**src/rtl/wgt_buf_sched_if.sv**
```systemverilog
// -----------------------------------------------------------------------------
// wgt_buf_sched_if
//   Bundles the layer-controller, array flow-control and weight-buffer signals
//   of the weight-buffer tile scheduler.
//
//   Controller side : start, abort, cfg_mode, cfg_len, cfg_cols, cfg_reps
//   Array side      : array_ready, burst_ack
//   Weight buffer   : wbuf_on, wbuf_mode, wbuf_base_addr, wbuf_num_cols
//   Status          : busy, done, cfg_err
//
//   modport master : the environment driving the scheduler (controller + array)
//   modport slave  : the scheduler itself
// -----------------------------------------------------------------------------
interface wgt_buf_sched_if #(
    parameter int ADDR_WIDTH = 8,
    parameter int ARRAY_M    = 8,
    parameter int DIM_WIDTH  = 8
);
    localparam int CW = $clog2(ARRAY_M) + 1;

    logic                  start;
    logic                  abort;
    logic                  cfg_mode;
    logic [DIM_WIDTH-1:0]  cfg_len;
    logic [DIM_WIDTH-1:0]  cfg_cols;
    logic [DIM_WIDTH-1:0]  cfg_reps;
    logic                  array_ready;
    logic                  burst_ack;

    logic                  wbuf_on;
    logic                  wbuf_mode;
    logic [ADDR_WIDTH-1:0] wbuf_base_addr;
    logic [CW-1:0]         wbuf_num_cols;
    logic                  busy;
    logic                  done;
    logic                  cfg_err;

    modport master (
        output start, abort, cfg_mode, cfg_len, cfg_cols, cfg_reps,
        output array_ready, burst_ack,
        input  wbuf_on, wbuf_mode, wbuf_base_addr, wbuf_num_cols,
        input  busy, done, cfg_err
    );

    modport slave (
        input  start, abort, cfg_mode, cfg_len, cfg_cols, cfg_reps,
        input  array_ready, burst_ack,
        output wbuf_on, wbuf_mode, wbuf_base_addr, wbuf_num_cols,
        output busy, done, cfg_err
    );
endinterface

```
**src/rtl/wgt_buf_sched.sv**
```systemverilog
// -----------------------------------------------------------------------------
// wgt_buf_sched
//   Tile scheduler for the weight buffer. Walks a weight matrix one column tile
//   (at most ARRAY_M columns) at a time and issues one read burst of cfg_len
//   cycles per tile (WS) or cfg_reps bursts per tile (OS), waiting for the
//   array to be ready before each burst and to acknowledge it afterwards.
//
//   Ports:
//     clk    : clock
//     reset  : asynchronous active-low reset
//     bus    : wgt_buf_sched_if.slave
//              start/abort/cfg_*   layer control and configuration (in)
//              array_ready/burst_ack  per-burst flow control (in)
//              wbuf_on/mode/base_addr/num_cols  weight-buffer controls (out)
//              busy/done/cfg_err   status (out)
//
//   All outputs are registered. Output registers are loaded from the next
//   state, so wbuf_on is high exactly in the BURST cycles and done/cfg_err
//   are high exactly in the DONE cycle.
// -----------------------------------------------------------------------------
module wgt_buf_sched #(
    parameter int ADDR_WIDTH = 8,
    parameter int ARRAY_M    = 8,
    parameter int DIM_WIDTH  = 8
) (
    input  logic              clk,
    input  logic              reset,
    wgt_buf_sched_if.slave    bus
);
    localparam int CW = $clog2(ARRAY_M) + 1;
    // Tile count and tile index need one extra bit of headroom.
    localparam int TW = DIM_WIDTH + 1;
    // T*cfg_len must be computed without truncation and compared against
    // 2^ADDR_WIDTH, so the product width covers both.
    localparam int PW = (2 * DIM_WIDTH + 1 > ADDR_WIDTH + 1) ?
                        2 * DIM_WIDTH + 1 : ADDR_WIDTH + 1;

    typedef enum logic [2:0] {
        S_IDLE,
        S_CHECK,
        S_WAIT_RDY,
        S_BURST,
        S_WAIT_ACK,
        S_DONE
    } state_t;

    state_t                state_q, state_d;
    logic                  mode_q, mode_d;
    logic [DIM_WIDTH-1:0]  len_q, len_d;
    logic [DIM_WIDTH-1:0]  cols_q, cols_d;
    logic [DIM_WIDTH-1:0]  reps_q, reps_d;
    logic                  err_q, err_d;
    logic [TW-1:0]         t_q, t_d;
    logic [DIM_WIDTH-1:0]  r_q, r_d;
    logic [DIM_WIDTH-1:0]  cyc_q, cyc_d;
    logic [ADDR_WIDTH-1:0] acc_q, acc_d;      // t*cfg_len, built by accumulation
    logic [ADDR_WIDTH-1:0] base_q, base_d;
    logic [CW-1:0]         ncols_q, ncols_d;
    logic                  on_q, busy_q, done_q, cerr_q;

    // Derived from the latched configuration only.
    logic [TW-1:0] tiles;
    logic [TW-1:0] last_t;
    logic [PW-1:0] span;
    logic [TW-1:0] rem;
    logic [CW-1:0] last_cols;
    logic          illegal;
    logic          is_last_tile;
    logic          last_rep;
    logic          burst_end;

    assign tiles     = (TW'(cols_q) + TW'(ARRAY_M - 1)) / TW'(ARRAY_M);
    assign last_t    = tiles - TW'(1);
    assign span      = PW'(tiles) * PW'(len_q);
    assign illegal   = (len_q == '0) || (cols_q == '0) || (reps_q == '0) ||
                       (span > (PW'(1) << ADDR_WIDTH));
    // Edge-tile width: cols - (T-1)*ARRAY_M, i.e. the remainder, or a full
    // tile when the column count divides evenly.
    assign rem       = TW'(cols_q) % TW'(ARRAY_M);
    assign last_cols = (rem == '0) ? CW'(ARRAY_M) : CW'(rem);

    assign is_last_tile = (t_q == last_t);
    assign last_rep     = (r_q == reps_q - DIM_WIDTH'(1));
    assign burst_end    = (cyc_q == len_q - DIM_WIDTH'(1));

    // NOTE: every variable driven here gets its hold value first, so no path
    // through the case leaves one unassigned and no latch is inferred.
    always_comb begin
        state_d = state_q;
        mode_d  = mode_q;
        len_d   = len_q;
        cols_d  = cols_q;
        reps_d  = reps_q;
        err_d   = err_q;
        t_d     = t_q;
        r_d     = r_q;
        cyc_d   = cyc_q;
        acc_d   = acc_q;
        base_d  = base_q;
        ncols_d = ncols_q;

        case (state_q)
            S_IDLE: begin
                if (bus.start) begin
                    mode_d  = bus.cfg_mode;
                    len_d   = bus.cfg_len;
                    cols_d  = bus.cfg_cols;
                    reps_d  = bus.cfg_reps;
                    state_d = S_CHECK;
                end
            end

            S_CHECK: begin
                err_d   = illegal;
                t_d     = '0;
                r_d     = '0;
                acc_d   = '0;
                state_d = illegal ? S_DONE : S_WAIT_RDY;
            end

            S_WAIT_RDY: begin
                if (bus.array_ready) begin
                    // Tile controls are captured here and held until the next
                    // burst starts, so they are valid on the first wbuf_on cycle.
                    cyc_d   = '0;
                    base_d  = acc_q;
                    ncols_d = is_last_tile ? last_cols : CW'(ARRAY_M);
                    state_d = S_BURST;
                end
            end

            S_BURST: begin
                if (burst_end) begin
                    state_d = S_WAIT_ACK;
                end else begin
                    cyc_d = cyc_q + DIM_WIDTH'(1);
                end
            end

            S_WAIT_ACK: begin
                if (bus.burst_ack) begin
                    // WS gives each tile a single burst, so only the tile
                    // index decides the end of the layer.
                    if (is_last_tile && (!mode_q || last_rep)) begin
                        state_d = S_DONE;
                    end else begin
                        state_d = S_WAIT_RDY;
                        if (mode_q && !last_rep) begin
                            r_d = r_q + DIM_WIDTH'(1);
                        end else begin
                            r_d   = '0;
                            t_d   = t_q + TW'(1);
                            acc_d = acc_q + ADDR_WIDTH'(len_q);
                        end
                    end
                end
            end

            S_DONE: state_d = S_IDLE;

            default: state_d = S_IDLE;
        endcase

        // Abort overrides every transition, including the one into DONE.
        if (bus.abort) begin
            state_d = S_IDLE;
        end
    end

    // NOTE: sequential state uses non-blocking assignments so every register
    // samples the pre-edge values regardless of statement order.
    always_ff @(posedge clk or negedge reset) begin
        if (!reset) begin
            state_q <= S_IDLE;
            mode_q  <= 1'b0;
            len_q   <= '0;
            cols_q  <= '0;
            reps_q  <= '0;
            err_q   <= 1'b0;
            t_q     <= '0;
            r_q     <= '0;
            cyc_q   <= '0;
            acc_q   <= '0;
            base_q  <= '0;
            ncols_q <= '0;
            on_q    <= 1'b0;
            busy_q  <= 1'b0;
            done_q  <= 1'b0;
            cerr_q  <= 1'b0;
        end else begin
            state_q <= state_d;
            mode_q  <= mode_d;
            len_q   <= len_d;
            cols_q  <= cols_d;
            reps_q  <= reps_d;
            err_q   <= err_d;
            t_q     <= t_d;
            r_q     <= r_d;
            cyc_q   <= cyc_d;
            acc_q   <= acc_d;
            base_q  <= base_d;
            ncols_q <= ncols_d;
            on_q    <= (state_d == S_BURST);
            busy_q  <= (state_d != S_IDLE);
            done_q  <= (state_d == S_DONE);
            cerr_q  <= (state_d == S_DONE) && err_d;
        end
    end

    assign bus.wbuf_on        = on_q;
    assign bus.wbuf_mode      = mode_q;
    assign bus.wbuf_base_addr = base_q;
    assign bus.wbuf_num_cols  = ncols_q;
    assign bus.busy           = busy_q;
    assign bus.done           = done_q;
    assign bus.cfg_err        = cerr_q;

endmodule

```
**src/flat_wrapper.sv**
```systemverilog
// flat-port wrapper written by rule: the top's interface ports become plain ports
module wgt_buf_sched_flat 
#(
    parameter int ADDR_WIDTH = 8,
    parameter int ARRAY_M    = 8,
    parameter int DIM_WIDTH  = 8
)
  (clk, reset, bus_start, bus_abort, bus_cfg_mode, bus_cfg_len, bus_cfg_cols, bus_cfg_reps, bus_array_ready, bus_burst_ack, bus_wbuf_on, bus_wbuf_mode, bus_wbuf_base_addr, bus_wbuf_num_cols, bus_busy, bus_done, bus_cfg_err);
  wgt_buf_sched_if #(.ADDR_WIDTH(ADDR_WIDTH), .ARRAY_M(ARRAY_M), .DIM_WIDTH(DIM_WIDTH)) bus_i ();
  input  logic clk;
  input  logic reset;
  input wire logic [$bits(bus_i.start)-1:0] bus_start;
  input wire logic [$bits(bus_i.abort)-1:0] bus_abort;
  input wire logic [$bits(bus_i.cfg_mode)-1:0] bus_cfg_mode;
  input wire logic [$bits(bus_i.cfg_len)-1:0] bus_cfg_len;
  input wire logic [$bits(bus_i.cfg_cols)-1:0] bus_cfg_cols;
  input wire logic [$bits(bus_i.cfg_reps)-1:0] bus_cfg_reps;
  input wire logic [$bits(bus_i.array_ready)-1:0] bus_array_ready;
  input wire logic [$bits(bus_i.burst_ack)-1:0] bus_burst_ack;
  output wire logic [$bits(bus_i.wbuf_on)-1:0] bus_wbuf_on;
  output wire logic [$bits(bus_i.wbuf_mode)-1:0] bus_wbuf_mode;
  output wire logic [$bits(bus_i.wbuf_base_addr)-1:0] bus_wbuf_base_addr;
  output wire logic [$bits(bus_i.wbuf_num_cols)-1:0] bus_wbuf_num_cols;
  output wire logic [$bits(bus_i.busy)-1:0] bus_busy;
  output wire logic [$bits(bus_i.done)-1:0] bus_done;
  output wire logic [$bits(bus_i.cfg_err)-1:0] bus_cfg_err;
  assign bus_i.start = bus_start;
  assign bus_i.abort = bus_abort;
  assign bus_i.cfg_mode = bus_cfg_mode;
  assign bus_i.cfg_len = bus_cfg_len;
  assign bus_i.cfg_cols = bus_cfg_cols;
  assign bus_i.cfg_reps = bus_cfg_reps;
  assign bus_i.array_ready = bus_array_ready;
  assign bus_i.burst_ack = bus_burst_ack;
  assign bus_wbuf_on = bus_i.wbuf_on;
  assign bus_wbuf_mode = bus_i.wbuf_mode;
  assign bus_wbuf_base_addr = bus_i.wbuf_base_addr;
  assign bus_wbuf_num_cols = bus_i.wbuf_num_cols;
  assign bus_busy = bus_i.busy;
  assign bus_done = bus_i.done;
  assign bus_cfg_err = bus_i.cfg_err;
  wgt_buf_sched #(.ADDR_WIDTH(ADDR_WIDTH), .ARRAY_M(ARRAY_M), .DIM_WIDTH(DIM_WIDTH)) u_core (.clk(clk), .reset(reset), .bus(bus_i));
endmodule
```
**config.mk**
```make
export PLATFORM = sky130hd
export DESIGN_NAME = wgt_buf_sched_flat
export DESIGN_NICKNAME = d
export VERILOG_FILES = /design/src/rtl/wgt_buf_sched_if.sv /design/src/rtl/wgt_buf_sched.sv /design/src/flat_wrapper.sv
export SDC_FILE = /design/constraint.sdc
export NUM_CORES = 1
export LEC_CHECK = 0
export ABC_AREA = 1
export BUFFER_PORTS_ARGS = -buffer_cell sky130_fd_sc_hd__buf_2
export CAP_MARGIN = 20
export CORE_MARGIN = 4
export CORE_UTILIZATION = 50
export CTS_CLUSTER_DIAMETER = 200
export CTS_CLUSTER_SIZE = 30
export DETAILED_ROUTE_END_ITERATION = 12
export GPL_TIMING_DRIVEN = 0
export PLACE_DENSITY_LB_ADDON = 0.25
export SLEW_MARGIN = 30
export SYNTH_ARGS = -nofsm -noshare
export SYNTH_HDL_FRONTEND = slang
export SYNTH_SLANG_ARGS = --single-unit
```
**constraint.sdc**
```tcl
create_clock -name clk -period 5.8 [get_ports clk]
set_input_delay 0.58 -clock clk [delete_from_list [all_inputs] [get_ports clk]]
set_output_delay 0.58 -clock clk [all_outputs]
set_load 0.1 [all_outputs]
```
==> impl_metrics.ini <==
[synthesis]
synth_most_common_cell = nand2_1
synth_compound_area_share_pct = 8.80
synth_common_cells = 178 x nand2_1, 127 x inv_1, 123 x nor2_1, 78 x dfrtp_1, 52 x nand3_1
synthSimpleGateAreaFrac_pct = 29.2
yosysSeqAreaShare_pct = 31.3
ys_warn_count = 0
synth_xor_area_share_pct = 5.02
synthArstFlopShare_pct = 100
synth_top_family_by_area = simple AND/OR/NAND/NOR gates
synthAdderAreaFrac_pct = 15.4
syn_inst = 833
synthMuxAreaShare_pct = 0.904
synth_edf_count = 0
syn_nets = 925
synthDistinctLibCells = 42
synth_top_area_share_pct = 31.3
synth_area_um2 = 6230
synth-main-ff-cell = dfrtp_1
ys_ff_latch = 78
avgSynthCellArea_um2 = 7.48
synth_largest_area_cell = dfrtp_1
yosys-top-cells-area = dfrtp_1 31%, nand2_1 11%, fa_1 8.4%

[timing]
slew_violations = 0
tns_ns = 0
post-route-min-period_ns = 4.85
fin_skew_ns = 0.00778
hold_viol_final = 0
worstMarginPinSlew_ns = 0.609
setup_violations = 0
timing.fmax_mhz = 206
rsz0062_at_grt = false
relSlewSlack_pct = 59.1
fin_crit_sh_pct = 83.7

[clock_network]
htree_levels = 3
clock_latency_ns = 0.34
cts_max_path_buffers = 2
clock-root-buffer = clkbuf_16
clock-sinks = 78
cts_tree = done
cts_hold_buf = 0
post-cts-setup-buffers = 0
cts_resized = 0
clk_pin_slew_ns = 0.06
cts_made_buffers = 9

[floorplanning]
initial_core_util_pct = 51.4
die_area_um2 = 14300
core_um2 = 12100
die_w_um = 120
row_count = 40
die-height_um = 120
ioPinCount = 48

[setup_path]
critPathArrivalTime_ns = 5.08
end_kind = register
crit_fanout = 8
required_ns = 6.02
start_kind = register
path_class = register to register

[detailed_routing]
routed_via_density = 5.20
first_pass_iters = 5
antenna_left = 0
drtIter0Drc = 318
routedWlPerCell_um = 14.4
vias = 5541
routed_wirelength_um = 15300
drc = 0

[grt]
grt_remaining_overflow = 0
antenna_found_initial = 0
grt_max_degree = 52
grt_first_pass_wirelength_um = 25800
grt_use_total_pct = 22.3
grt_pass1_vias = 5428

[job]
maxCapViolCount = 0

[min_path]
min_path_type = input port to async pin

[layout]
n_antenna_cell = 0
drive_gt1_share_pct = 12.6
fin_nets = 984
syn2layout_area_growth_pct = 12.9

[place]
io_buffers = 47
gp_congestion = 0.865
hpwl_um = 12000

[outcome]
outcome = finished clean
==> stage by stage <==
stage	worst slack [ns]	cell area (um2)	util, %	instances	hold slack (ns)
CTS	0.935	7030	58.1	1065	0.107
detailed placement	0.949	6710	55.4	1049	0.460
global route	0.504	7030	58.1	1065	0.125
global placement	0.984	6680	55.1	1048	0.457
finish	0.948	7030	58.1	1065	0.0984
floorplan	1.57	6230	-	833	0.284
==> path summary, 6_finish.rpt <==
kind	startpoint	endpoint	cells after the start	slack (ns)
max reg2reg	u_core.cols_q[1]	u_core.bus.busy	24	0.95
min in group clk	bus_abort	u_core.state_q[1]	2	0.41
min reg2reg	u_core.bus.wbuf_base_addr[5]	u_core.bus.wbuf_base_addr[5]	2	0.47
max	u_core.cols_q[1]	u_core.bus.busy	24	0.95
max in group asynchronous	reset	u_core.r_q[7]	2	5.17
min	reset	u_core.t_q[7]	1	0.1
==> layout by cell type (no fill, tap or decap), types with 3 or more instances in the layout <==
cell       netlist  layout
nor3_1          10      10
clkbuf_1         7       8
mux2_2           5       5
nand3_1         52      52
ha_1            35      35
o21ai_0         20      20
nor2_1         123     123
nand2_4          4       4
fa_1            26      26
inv_2            3       3
buf_6            3       4
nand3_2          4       4
buf_2            1      47
xor2_1          28      28
nand2_1        178     178
inv_1          127     127
nand2_2          9       9
nor2_2           3       3
o22ai_1          3       3
clkinv_1         3       3
clkbuf_16        0       9
a21oi_1         44      44
o21ai_2          7       7
xnor2_1          5       5
o21ai_1         10      10
nand3b_1         5       5
or2_2            3       3
dfrtp_1         78      78
nand4_1         17      17
o41ai_1          3       3
==> registers in the layout, indices dropped and copies added, names as in the netlist <==
signal	flops
u_core.len_q	8
u_core.reps_q	8
u_core.bus.busy	1
u_core.t_q	9
u_core.bus.done	1
u_core.r_q	8
u_core.acc_q	8
u_core.bus.wbuf_num_cols	4
u_core.state_q	3
u_core.err_q	1
u_core.bus.cfg_err	1
u_core.bus.wbuf_base_addr	8
u_core.bus.wbuf_on	1
u_core.cols_q	8
u_core.cyc_q	8
u_core.bus.wbuf_mode	1
==> cell families after synthesis <==
kind of cell / after synthesis
AND/OR/NAND/NOR: 413
buffers and inverters: 147
adder cells (fa/ha/maj): 61
AO/OA/AOI/OAI: 95
XOR/XNOR: 34
multiplexers: 5
flip-flops: 78
==> final cells by class <==
| type | instances | area [um2] |
|---|---|---|
| plain buffers | 12 | 72.6 |
| clock buffers | 11 | 243 |
| clock inverters | 5 | 81.3 |
| fillers | 1158 | 5080 |
| inverters | 135 | 510 |
| multi-input cells | 608 | 3700 |
| flip-flops and latches | 78 | 1950 |
| well taps | 168 | 210 |
| repair buffers | 48 | 269 |
==> worst max-delay path: stages, from the launching register on <==
cell and delay [ns]:
dfrtp_1 0.42, nor2_4 0.16, nand2_4 0.12, nand3_2 0.12
nand2_2 0.07, nand2_2 0.16, inv_1 0.11, nand2_1 0.08
fa_1 0.46, fa_1 0.52, fa_1 0.55, inv_1 0.04
ha_1 0.37, a21oi_1 0.25, nand2_1 0.11, nand2_1 0.09
nand2_1 0.07, nand3_1 0.08, nand2_1 0.06, xor2_1 0.24
nand3_1 0.18, nand2_1 0.12, nand3_1 0.13, nand2_1 0.13
nand3_1 0.08
==> routing by layer <==
metal	up-vias	wire, um	GRT usage (%)
li1	2758	-	-
met1	2604	7090	30.2
met2	149	7040	36.4
met3	30	797	3.11
met4	0	389	8.66
met5	-	0	0
Power is left out: the tool's default activity adds up to more than one toggle a clock period on the data nets, which glitch-free logic cannot reach.
